`src/rtl/tlc_pkg.sv`:
```
`default_nettype none
// ============================================================================
// Module      : tlc_pkg
// Description : Shared traffic-light types. The color encoding is common to
//               the phase sequencer and the downstream light driver modules.
//               Encoding 3 is reserved and never driven.
// Revision    : 1.0 - initial release
// ============================================================================
package tlc_pkg;

    // Width of one light field in the packed light vector
    localparam int c_color_w = 2;

    typedef enum logic [1:0] {
        CLR_GREEN  = 2'd0,
        CLR_YELLOW = 2'd1,
        CLR_RED    = 2'd2
    } color_t;

    typedef enum logic [1:0] {
        PH_ALLRED = 2'd0,
        PH_GREEN  = 2'd1,
        PH_YELLOW = 2'd2
    } phase_t;

endpackage : tlc_pkg
`default_nettype wire

```
`src/rtl/intersection_phase_ctrl_if.sv`:
```
`default_nettype none
// ============================================================================
// Module      : intersection_phase_ctrl_if
// Description : Bundle between the sensor modules, the phase sequencer and
//               the light drivers.
//   car_present [N]       : per-approach vehicle request (sync to clk)
//   light       [2N]      : light[2i+1:2i] = color of approach i
//   active      [clog2 N] : approach currently / most recently granted
//   phase_start [1]       : one-cycle pulse in the first green cycle
//   master : the sequencer (consumes requests, drives lights)
//   slave  : sensors / light drivers side
// Revision    : 1.0 - initial release
// ============================================================================
interface intersection_phase_ctrl_if
    import tlc_pkg::*;
#(
    parameter int N = 4
);
    localparam int c_aw = (N > 1) ? $clog2(N) : 1;

    logic [N-1:0]           car_present;
    logic [c_color_w*N-1:0] light;
    logic [c_aw-1:0]        active;
    logic                   phase_start;

    modport master (
        input  car_present,
        output light,
        output active,
        output phase_start
    );

    modport slave (
        output car_present,
        input  light,
        input  active,
        input  phase_start
    );

endinterface : intersection_phase_ctrl_if
`default_nettype wire

```
`src/rtl/rr_pick.sv`:
```
`default_nettype none
// ============================================================================
// Module      : rr_pick
// Description : Combinational round-robin picker. Scans last+1, last+2, ...,
//               last (mod N) and returns the first requesting index.
//   req   [N]  : request vector
//   last  [AW] : most recently granted index
//   next  [AW] : chosen index (equals last when nothing is requested)
//   valid [1]  : at least one request present
// Revision    : 1.0 - initial release
// ============================================================================
module rr_pick #(
    parameter int N  = 4,
    parameter int AW = (N > 1) ? $clog2(N) : 1
) (
    input  logic [N-1:0]  req,
    input  logic [AW-1:0] last,
    output logic [AW-1:0] next,
    output logic          valid
);

    int w_idx;

    // Walk from the farthest candidate (last itself) down to the nearest
    // (last+1) so the nearest requester is the final, winning assignment.
    always_comb begin
        next  = last;
        valid = 1'b0;
        w_idx = 0;
        for (int k = N; k >= 1; k--) begin
            w_idx = int'(last) + k;
            if (w_idx >= N) begin
                w_idx = w_idx - N;
            end
            if (req[w_idx]) begin
                next  = AW'(w_idx);
                valid = 1'b1;
            end
        end
    end

endmodule : rr_pick
`default_nettype wire

```
`src/rtl/intersection_phase_ctrl.sv`:
```
`default_nettype none
// ============================================================================
// Module      : intersection_phase_ctrl
// Description : Central green-phase sequencer for an N-approach
//               intersection. One approach at a time runs
//               GREEN -> YELLOW -> ALL-RED, granted in round-robin order
//               among approaches with a waiting vehicle.
//   clk   : clock, all state changes on the rising edge
//   rst_n : asynchronous active-low reset (all lights RED immediately)
//   bus   : master side of intersection_phase_ctrl_if
//           (car_present in; light, active, phase_start out)
// Revision    : 1.0 - initial release
// ============================================================================
module intersection_phase_ctrl
    import tlc_pkg::*;
#(
    parameter int N         = 4,
    parameter int MIN_GREEN = 8,
    parameter int MAX_GREEN = 32,
    parameter int YELLOW_T  = 3,
    parameter int ALLRED_T  = 2,
    parameter int CW        = 6
) (
    input  wire logic              clk,
    input  wire logic              rst_n,
    intersection_phase_ctrl_if.master bus
);

    localparam int c_aw = (N > 1) ? $clog2(N) : 1;

    // Terminal counts, pre-sized to the counter width
    localparam logic [CW-1:0] c_allred_last = CW'(ALLRED_T - 1);
    localparam logic [CW-1:0] c_min_last    = CW'(MIN_GREEN - 1);
    localparam logic [CW-1:0] c_max_last    = CW'(MAX_GREEN - 1);
    localparam logic [CW-1:0] c_yel_last    = CW'(YELLOW_T - 1);
    localparam logic [CW-1:0] c_cnt_one     = CW'(1);

    localparam logic [c_color_w*N-1:0] c_all_red = {N{CLR_RED}};

    phase_t                 r_state;
    logic [CW-1:0]          r_cnt;
    logic [c_aw-1:0]        r_active;
    logic [c_color_w*N-1:0] r_light;
    logic                   r_phase_start;

    logic [c_aw-1:0]        w_pick;
    logic                   w_pick_valid;
    logic [N-1:0]           w_active_mask;
    logic                   w_others;
    logic                   w_own;

    // Light vector with one approach at color c and all others RED
    function automatic logic [c_color_w*N-1:0] f_decode(
        input logic [c_aw-1:0] idx,
        input color_t          c
    );
        logic [c_color_w*N-1:0] v;
        v = c_all_red;
        for (int i = 0; i < N; i++) begin
            if (i == int'(idx)) begin
                v[c_color_w*i +: c_color_w] = c;
            end
        end
        return v;
    endfunction

    rr_pick #(
        .N  (N),
        .AW (c_aw)
    ) u_rr_pick (
        .req   (bus.car_present),
        .last  (r_active),
        .next  (w_pick),
        .valid (w_pick_valid)
    );

    // Competing demand = any requester other than the current holder
    assign w_active_mask = N'(1) << r_active;
    assign w_others      = |(bus.car_present & ~w_active_mask);
    assign w_own         = bus.car_present[r_active];

    // Phase FSM. Light and phase_start are loaded on the same edge as the
    // state transition so every output is a flop with async reset.
    always_ff @(posedge clk or negedge rst_n) begin
        if (!rst_n) begin
            r_state       <= PH_ALLRED;
            r_cnt         <= '0;
            r_active      <= c_aw'(N - 1);
            r_light       <= c_all_red;
            r_phase_start <= 1'b0;
        end else begin
            r_phase_start <= 1'b0;
            unique case (r_state)
                PH_ALLRED: begin
                    if (r_cnt == c_allred_last && w_pick_valid) begin
                        r_state       <= PH_GREEN;
                        r_cnt         <= '0;
                        r_active      <= w_pick;
                        r_light       <= f_decode(w_pick, CLR_GREEN);
                        r_phase_start <= 1'b1;
                    end else if (r_cnt != c_allred_last) begin
                        r_cnt <= r_cnt + c_cnt_one;
                    end
                end
                PH_GREEN: begin
                    // Green rests indefinitely unless someone else waits
                    if (r_cnt >= c_min_last && w_others &&
                        (!w_own || r_cnt == c_max_last)) begin
                        r_state <= PH_YELLOW;
                        r_cnt   <= '0;
                        r_light <= f_decode(r_active, CLR_YELLOW);
                    end else if (r_cnt != c_max_last) begin
                        r_cnt <= r_cnt + c_cnt_one;
                    end
                end
                PH_YELLOW: begin
                    if (r_cnt == c_yel_last) begin
                        r_state <= PH_ALLRED;
                        r_cnt   <= '0;
                        r_light <= c_all_red;
                    end else begin
                        r_cnt <= r_cnt + c_cnt_one;
                    end
                end
                default: begin
                    r_state <= PH_ALLRED;
                    r_cnt   <= '0;
                    r_light <= c_all_red;
                end
            endcase
        end
    end

    assign bus.light       = r_light;
    assign bus.active      = r_active;
    assign bus.phase_start = r_phase_start;

endmodule : intersection_phase_ctrl
`default_nettype wire

```
`src/flat_wrapper.sv`:
```
// flat-port wrapper written by rule: the top's interface ports become plain ports
module intersection_phase_ctrl_flat import tlc_pkg::*;
#(
    parameter int N         = 4,
    parameter int MIN_GREEN = 8,
    parameter int MAX_GREEN = 32,
    parameter int YELLOW_T  = 3,
    parameter int ALLRED_T  = 2,
    parameter int CW        = 6
)
  (clk, rst_n, bus_car_present, bus_light, bus_active, bus_phase_start);
  intersection_phase_ctrl_if #(.N(N)) bus_i ();
  input  wire logic clk;
  input  wire logic rst_n;
  input wire logic [$bits(bus_i.car_present)-1:0] bus_car_present;
  output wire logic [$bits(bus_i.light)-1:0] bus_light;
  output wire logic [$bits(bus_i.active)-1:0] bus_active;
  output wire logic [$bits(bus_i.phase_start)-1:0] bus_phase_start;
  assign bus_i.car_present = bus_car_present;
  assign bus_light = bus_i.light;
  assign bus_active = bus_i.active;
  assign bus_phase_start = bus_i.phase_start;
  intersection_phase_ctrl #(.N(N), .MIN_GREEN(MIN_GREEN), .MAX_GREEN(MAX_GREEN), .YELLOW_T(YELLOW_T), .ALLRED_T(ALLRED_T), .CW(CW)) u_core (.clk(clk), .rst_n(rst_n), .bus(bus_i));
endmodule
```
`config.mk`:
```
export PLATFORM = sky130hd
export DESIGN_NAME = intersection_phase_ctrl_flat
export DESIGN_NICKNAME = d
export VERILOG_FILES = /design/src/rtl/tlc_pkg.sv /design/src/rtl/intersection_phase_ctrl_if.sv /design/src/rtl/rr_pick.sv /design/src/rtl/intersection_phase_ctrl.sv /design/src/flat_wrapper.sv
export SDC_FILE = /design/constraint.sdc
export NUM_CORES = 1
export LEC_CHECK = 0
export CORE_UTILIZATION = 49
export CTS_BUF_LIST = sky130_fd_sc_hd__clkbuf_16
export DETAILED_ROUTE_END_ITERATION = 10
export PLACE_DENSITY = 0.75
export SLEW_MARGIN = 20
export SYNTH_ARGS = -nofsm -noshare
export SYNTH_HDL_FRONTEND = slang
export SYNTH_SLANG_ARGS = --single-unit
```
`constraint.sdc`:
```
create_clock -name clk -period 2.65 [get_ports clk]
set_clock_uncertainty 0.1 [all_clocks]
set_input_delay 0.53 -clock clk [delete_from_list [all_inputs] [get_ports clk]]
set_output_delay 0.53 -clock clk [all_outputs]
set_load 0.1 [all_outputs]
```
=== Word-level counts from Yosys, hierarchy flattened ===
Cells that the tools add are included.
W data, S select, Z words.

* Register bits: 19
* Latch bits: 0
* RAM bits: 0
* Bits in read-only memories: 0
* Bits of input ports: 6
* Output and inout port bits: 11
* Logic and storage cells: 107
* Memories kept: 0

* $add $sub $neg: 9
* Multipliers: 0
* Div/mod/pow operators: 0
* $lt $le $gt $ge: 10
* Equality and inequality tests: 18
* Shifts and indexed selects: 1
* Muxes and demuxes: 50
* Bitwise operators: 2
* Reductions and logical operators: 12

{| class="wikitable"
|+ Operator list
! operator !! number
|-
| $lt A32 B4 Y1 const B || 4
|-
| $mux W32 || 4
|-
| $ge A32 B4 Y1 const B || 1
|-
| $sub A32 B4 Y32 const B || 1
|-
| $mux W2 || 15
|-
| $mux W6 || 5
|-
| $mux W8 || 3
|-
| $pmux W8 S3 || 1
|-
| $pmux W6 S3 || 1
|-
| $mux W1 || 15
|-
| $sub A3 B3 Y4 const B || 3
|-
| $bmux W1 S2 || 5
|-
| $ge A3 B3 Y1 const B || 3
|-
| $eq A2 B2 Y1 const A || 4
|-
| $add A2 B2 Y3 const B || 2
|-
| $add A6 B1 Y6 const B || 1
|-
| $eq A6 B1 Y1 const B || 1
|-
| $eq A6 B2 Y1 const B || 1
|-
| $eq A6 B5 Y1 const B || 1
|-
| $ge A6 B3 Y1 const B || 1
|-
| $logic_not A2 Y1 || 3
|-
| $ne A2 B1 Y1 const B || 3
|-
| $ne A3 B1 Y1 const B || 2
|-
| $ne A6 B1 Y1 const B || 1
|-
| 17 further kinds || 21
|}

=== Longest topological paths before layout ===
* Word-level depth: 14
* Mapped depth: 9
* Gate-level depth less buffers: 7

=== Cells and area by module ===
From an unflattened synthesis, not the netlist that was laid out.

* Cell total of the unflattened synthesis: 123
* Area total of the unflattened synthesis: 1228.7 um2

{| class="wikitable"
|+ By module, submodules not included
! module !! times used !! cells each !! area an instance (um2) !! seq. area each (um2)
|-
| intersection_phase_ctrl || 1 || 109 || 1146.1 || 483.0
|-
| rr_pick || 1 || 14 || 82.6 || 0.0
|}

=== Worst setup path before layout ===
No wires, ideal clock.

* Kind: reg2reg
* Start: reg u_core.r_active[0], in the netlist u_core.bus.active[0]
* End: reg u_core.r_light[3], in the netlist u_core.bus.light[3]
* Library setup time: 0.082 ns
* Data arrival time: 2.977 ns
* Data required time: 2.468 ns
* Setup slack: -0.509 ns
* Stages on the path, launching flop included: 10
* Buffers on the path: 2
* Period minus slack after synthesis: 3.159 ns
* Cell sequence: dfstp_2 -> clkbuf_8 -> inv_1 -> ha_1 -> buf_4 -> mux2_2 -> a31o_1 -> a2111o_1 -> o21a_1 -> mux2_4

* Longest elaborated chain between the ends: 14
* Elaborated cells on any way between the ends: 57
* Classes of those cells: add/sub (8); order compare (4); eq/ne (4); shift (1); mux (31); bitwise (2); reduce/logical (7)

{| class="wikitable"
|+ RTL lines
! element !! line !! source
|-
| from (decl) || intersection_phase_ctrl.sv:42 || <nowiki>logic [c_aw-1:0] r_active;</nowiki>
|-
| from (signal assigned) || intersection_phase_ctrl.sv:88 || <nowiki>r_active <= c_aw'(N - 1);</nowiki>
|-
| from (signal assigned) || intersection_phase_ctrl.sv:98 || <nowiki>r_active <= w_pick;</nowiki>
|-
| $add A2 B3 Y4 || rr_pick.sv:31 || <nowiki>w_idx = int'(last) + k;</nowiki>
|-
| $sub A32 B4 Y32 or $ge A32 B4 Y1 (tied branches) || rr_pick.sv:33, rr_pick.sv:32 ||
|-
| $mux W32 || rr_pick.sv:32 || <nowiki>if (w_idx >= N) begin</nowiki>
|-
| $bmux W1 S2 || rr_pick.sv:35 || <nowiki>if (req[w_idx]) begin</nowiki>
|-
| $mux W1 (implied by the code) (2 in a row) || rr_pick.sv:35 ||
|-
| $mux W2 (4 in a row) || rr_pick.sv:35 ||
|-
| $eq A2 B2 Y1 || intersection_phase_ctrl.sv:60 || <nowiki>if (i == int'(idx)) begin</nowiki>
|-
| $mux W2 || intersection_phase_ctrl.sv:60 ||
|-
| $mux W8 || intersection_phase_ctrl.sv:95 || <nowiki>if (r_cnt == c_allred_last && w_pick_valid) begin</nowiki>
|-
| $pmux W8 S3 || intersection_phase_ctrl.sv:93 || <nowiki>unique case (r_state)</nowiki>
|-
| to (signal assigned) || intersection_phase_ctrl.sv:89 || <nowiki>r_light <= c_all_red;</nowiki>
|-
| to (signal assigned) || intersection_phase_ctrl.sv:99 || <nowiki>r_light <= f_decode(w_pick, CLR_GREEN);</nowiki>
|-
| to (signal assigned) || intersection_phase_ctrl.sv:111 || <nowiki>r_light <= f_decode(r_active, CLR_YELLOW);</nowiki>
|-
| to (decl) || intersection_phase_ctrl.sv:43 || <nowiki>logic [c_color_w*N-1:0] r_light;</nowiki>
|}

Several ways; a longest one is shown, not always the timed one. The select of a mux whose other input is x is not followed.
A chain may end at the register's enable or synchronous reset.

=== Worst setup path in the final report ===
* Start: reg u_core.r_active[0], in the netlist u_core.bus.active[0]
* End: reg u_core.r_cnt[5]

* Longest elaborated chain between the ends: 13
* Elaborated cells on any way between the ends: 49
* Classes of those cells: add/sub (8); order compare (4); eq/ne (2); shift (1); mux (25); bitwise (2); reduce/logical (7)

{| class="wikitable"
|+ RTL lines
! element !! line !! source
|-
| $add A2 B3 Y4 || rr_pick.sv:31 ||
|-
| $sub A32 B4 Y32 or $ge A32 B4 Y1 (tied branches) || rr_pick.sv:33, rr_pick.sv:32 ||
|-
| $mux W32 || rr_pick.sv:32 ||
|-
| $bmux W1 S2 || rr_pick.sv:35 ||
|-
| $mux W1 (implied by the code) (2 in a row) || rr_pick.sv:35 ||
|-
| $mux W1 (4 in a row) || rr_pick.sv:35 ||
|-
| $logic_and A1 B1 Y1 || intersection_phase_ctrl.sv:95 ||
|-
| $mux W6 or $ne A3 B1 Y1 (tied branches) || - ||
|-
| $pmux W6 S3 or $reduce_and A2 Y1 (tied branches) || - ||
|-
| to (signal assigned) || intersection_phase_ctrl.sv:102 || <nowiki>r_cnt <= r_cnt + c_cnt_one;</nowiki>
|-
| to (signal assigned) || intersection_phase_ctrl.sv:113 || <nowiki>r_cnt <= r_cnt + c_cnt_one;</nowiki>
|-
| to (signal assigned) || intersection_phase_ctrl.sv:122 || <nowiki>r_cnt <= r_cnt + c_cnt_one;</nowiki>
|-
| to (decl) || intersection_phase_ctrl.sv:41 || <nowiki>logic [CW-1:0] r_cnt;</nowiki>
|}

Several ways; a longest one is shown, not always the timed one. The select of a mux whose other input is x is not followed.

==> results.yml <==
clocking:
  cts.sink_count: 19
  cts_tree: "done"
  clock_path_buffers: 2
  clk_pin_slew_ps: 50
  insertion_delay_ps: 250
  cts_hold_buf: 0
  h-tree-depth: 1
  cts_root_buf: "clkbuf_16"
  cts_made_buffers: 3
timing:
  tightest_slew_ps: 579.3
  fmax_mhz: 394.4
  post-route-period-util_pct: 95.68
  setup_viol: 0
  maxSlewHeadroom_pct: 61.02
  rsz0062_at_grt: "no"
  fin_crit_ps: 2536
  finalWorstSetupSlack_ps: 114.5
  slew_violations: 0
  hold_viol_final: 0
worst_hold_path:
  worstHoldPathType: "reg2reg"
  hold_depth: 1
  worstHoldEndpoint: "u_core.bus.light[6]$_DFFE_PN0P_"
  min_from: "u_core.bus.light[6]$_DFFE_PN0P_"
die:
  start_util_pct: 52.38
  ios: 17
  core-area_sq_um: 2522
  fp.dieW_um: 53.93
  std_cell_rows: 18
  die_area_sq_um: 2908
  die_h_um: 53.93
synth:
  ys_async_sr_fraction_pct: 100.0
  synth.yosys.warnings: 0
  synth_area_sq_um: 1321
  synth_compound_area_share_pct: 22.44
  syn_inst: 134
  synthSimpleGateAreaFrac_pct: 16.10
  synthTopCellsByArea: "dfrtp_1, dfstp_2, ha_1, mux2_2, o21ai_0"
  synth_xor_area_share_pct: 0
  synthMuxAreaShare_pct: 12.31
  avgSynthCellArea_sq_um: 9.860
  synth.top_cell.area_share_pct: 24.62
  synth_edf_count: 0
  yosys.area.top_type: "dfrtp_1"
  synth_top_family_by_area: "compound AO/OA/AOI/OAI gates"
  yosys.cell_types.count: 47
  synth_flop_cell: "dfrtp_1"
  yosys.area_share.adder_pct: 6.629
  syn-num-nets: 147
  ys_seq_elements: 19
  seq_area_frac_synth_pct: 36.55
placed_design:
  pre_cts_slack_ps: -50.13
  gp_congestion: 0.8822
  port_buffers: 16
  hpwl_um: 2271
critical_path:
  cp.arrival_ps: 2610
  critPathCaptureType: "flop"
  worstPathRequired_ps: 2720
  reg2reg_depth: 7
  r2r-start: "u_core.bus.active[0]$_DFFE_PN1P_"
  critPathMaxFanout: 9
  r2r-end: "u_core.r_cnt[5]$_DFFE_PN0P_"
  worstSetupPathType: "reg2reg"
  reg2reg_slack_ps: 110
  startpoint_type: "flop"
global_routing:
  overflow: 0
  grt_max_degree: 20
  grt_pass1_vias: 1063
  grt_usage_pct: 23.65
  antenna_found_initial: 0
  grt_pass1_wl_um: 4926
routing:
  drtAntennaViolNets: 0
  drtPass1Iterations: 4
  routed_wl_um: 3081
  vias: 1159
  vias_per_cell: 5.824
  drc: 0
  drt_iter0_drc: 23
  wl_per_cell_um: 15.48
final_layout:
  fillerInstances: 201
  layout-drive-gt1-share_pct: 33.73
  synthToLayoutAreaGrowth_pct: 30.49
  final_common_cell: "buf_4"
  nets: 183
  layout_common_cells: "buf_4, nand2_1, dfrtp_1"
  antenna_cells: 0
  multiInputGateArea_sq_um: 802.0
  regArea_sq_um: 490.5
run_status:
  status: "complete, no violations"
flow_run:
  drv_cap: 0
-- routing by layer --
layer | global-route usage (%) | up-vias | wire (um)
met1 | 32.17 | 566 | 1479
met2 | 37.65 | 21 | 1485
li1 | - | 568 | -
met5 | 0 | - | 0
met3 | 5.367 | 4 | 96
met4 | 5.702 | 0 | 19
-- logic make-up (layout without fill, tap and decap cells) --
group,after synthesis,in the layout
compound gates,43,43
simple gates,40,40
flops,19,19
buf+inv,13,48
mux,12,12
fa+ha+maj,7,7
-- stage by stage --
| step | cells | area [sq um] | util, % | setup TNS, ps | hold slack [ps] |
|---|---|---|---|---|---|
| 2_1_floorplan | 134 | 1371 | - | -426.8 | 134.4 |
| 3_3_place_gp | 191 | 1603 | 63.54 | -2.251 | 374.8 |
| 3_5_place_dp | 191 | 1603 | 63.54 | -98.86 | 399.1 |
| 4_1_cts | 195 | 1682 | 66.67 | 0 | 414.4 |
| 5_1_grt | 199 | 1724 | 68.35 | 0 | 427.8 |
| 6_report | 199 | 1724 | 68.35 | 0 | 405.2 |
-- worst max-delay path by stage --
| stage | from | to | slack [ps] | cells past startpoint |
|---|---|---|---|---|
| finish | u_core.bus.active[0]$_DFFE_PN1P_ | u_core.r_cnt[5]$_DFFE_PN0P_ | 110 | 7 |
| global route | u_core.bus.active[0]$_DFFE_PN1P_ | u_core.bus.light[5]$_DFFE_PN1P_ | 5 | 9 |
| CTS | u_core.bus.active[0]$_DFFE_PN1P_ | u_core.bus.light[1]$_DFFE_PN1P_ | 40 | 8 |
| detailed placement | bus_car_present[1] | u_core.bus.light[3]$_DFFE_PN1P_ | -50 | 6 |
| global placement | bus_car_present[2] | u_core.bus.light[3]$_DFFE_PN1P_ | -2 | 6 |
| floorplan | u_core.bus.active[0]$_DFFE_PN1P_ | u_core.bus.light[3]$_DFFE_PN1P_ | -220 | 9 |
-- Yosys cell counts, types with 5 or more instances --
library cell	n
a21oi_1	6
inv_1	8
mux2_2	6
dfrtp_1	13
ha_1	7
nand2b_1	5
nand2_1	14
dfstp_2	6
o21ai_0	11
o31ai_1	5
-- sequential cells by signal, summed over array words and instances, names as in the netlist --
signal / count
u_core.r_cnt: 6
u_core.bus.light: 8
u_core.r_state: 2
u_core.bus.phase_start: 1
u_core.bus.active: 2
-- worst max-delay path, stage by stage, from the launching register on --
cell     delay, ps
dfstp_4        680
inv_4           50
ha_1           230
or2b_1         230
a41o_1         200
a32o_2         320
or4_1          490
a21oi_1        150
-- cell type report --
cell class	instances	area share, %
Clock buffer	3	4.354
Sequential cell	19	28.45
Multi-Input combinational cell	102	46.52
Clock inverter	1	0.2177
Timing Repair Buffer	36	16.40
Tap cell	30	2.177
Inverter	8	1.887
-- what timing repair did --
| action | in CTS | in global routing |
|---|---|---|
| setup buffers | 0 | 4 |
| setup endpoints to repair | 0 | 4 |
| resized for setup | 0 | 1 |
| endpoints found under the hold margin | 0 | 0 |
Power is left out: the tool's default activity adds up to more than one toggle a clock period on the data nets, which glitch-free logic cannot reach.
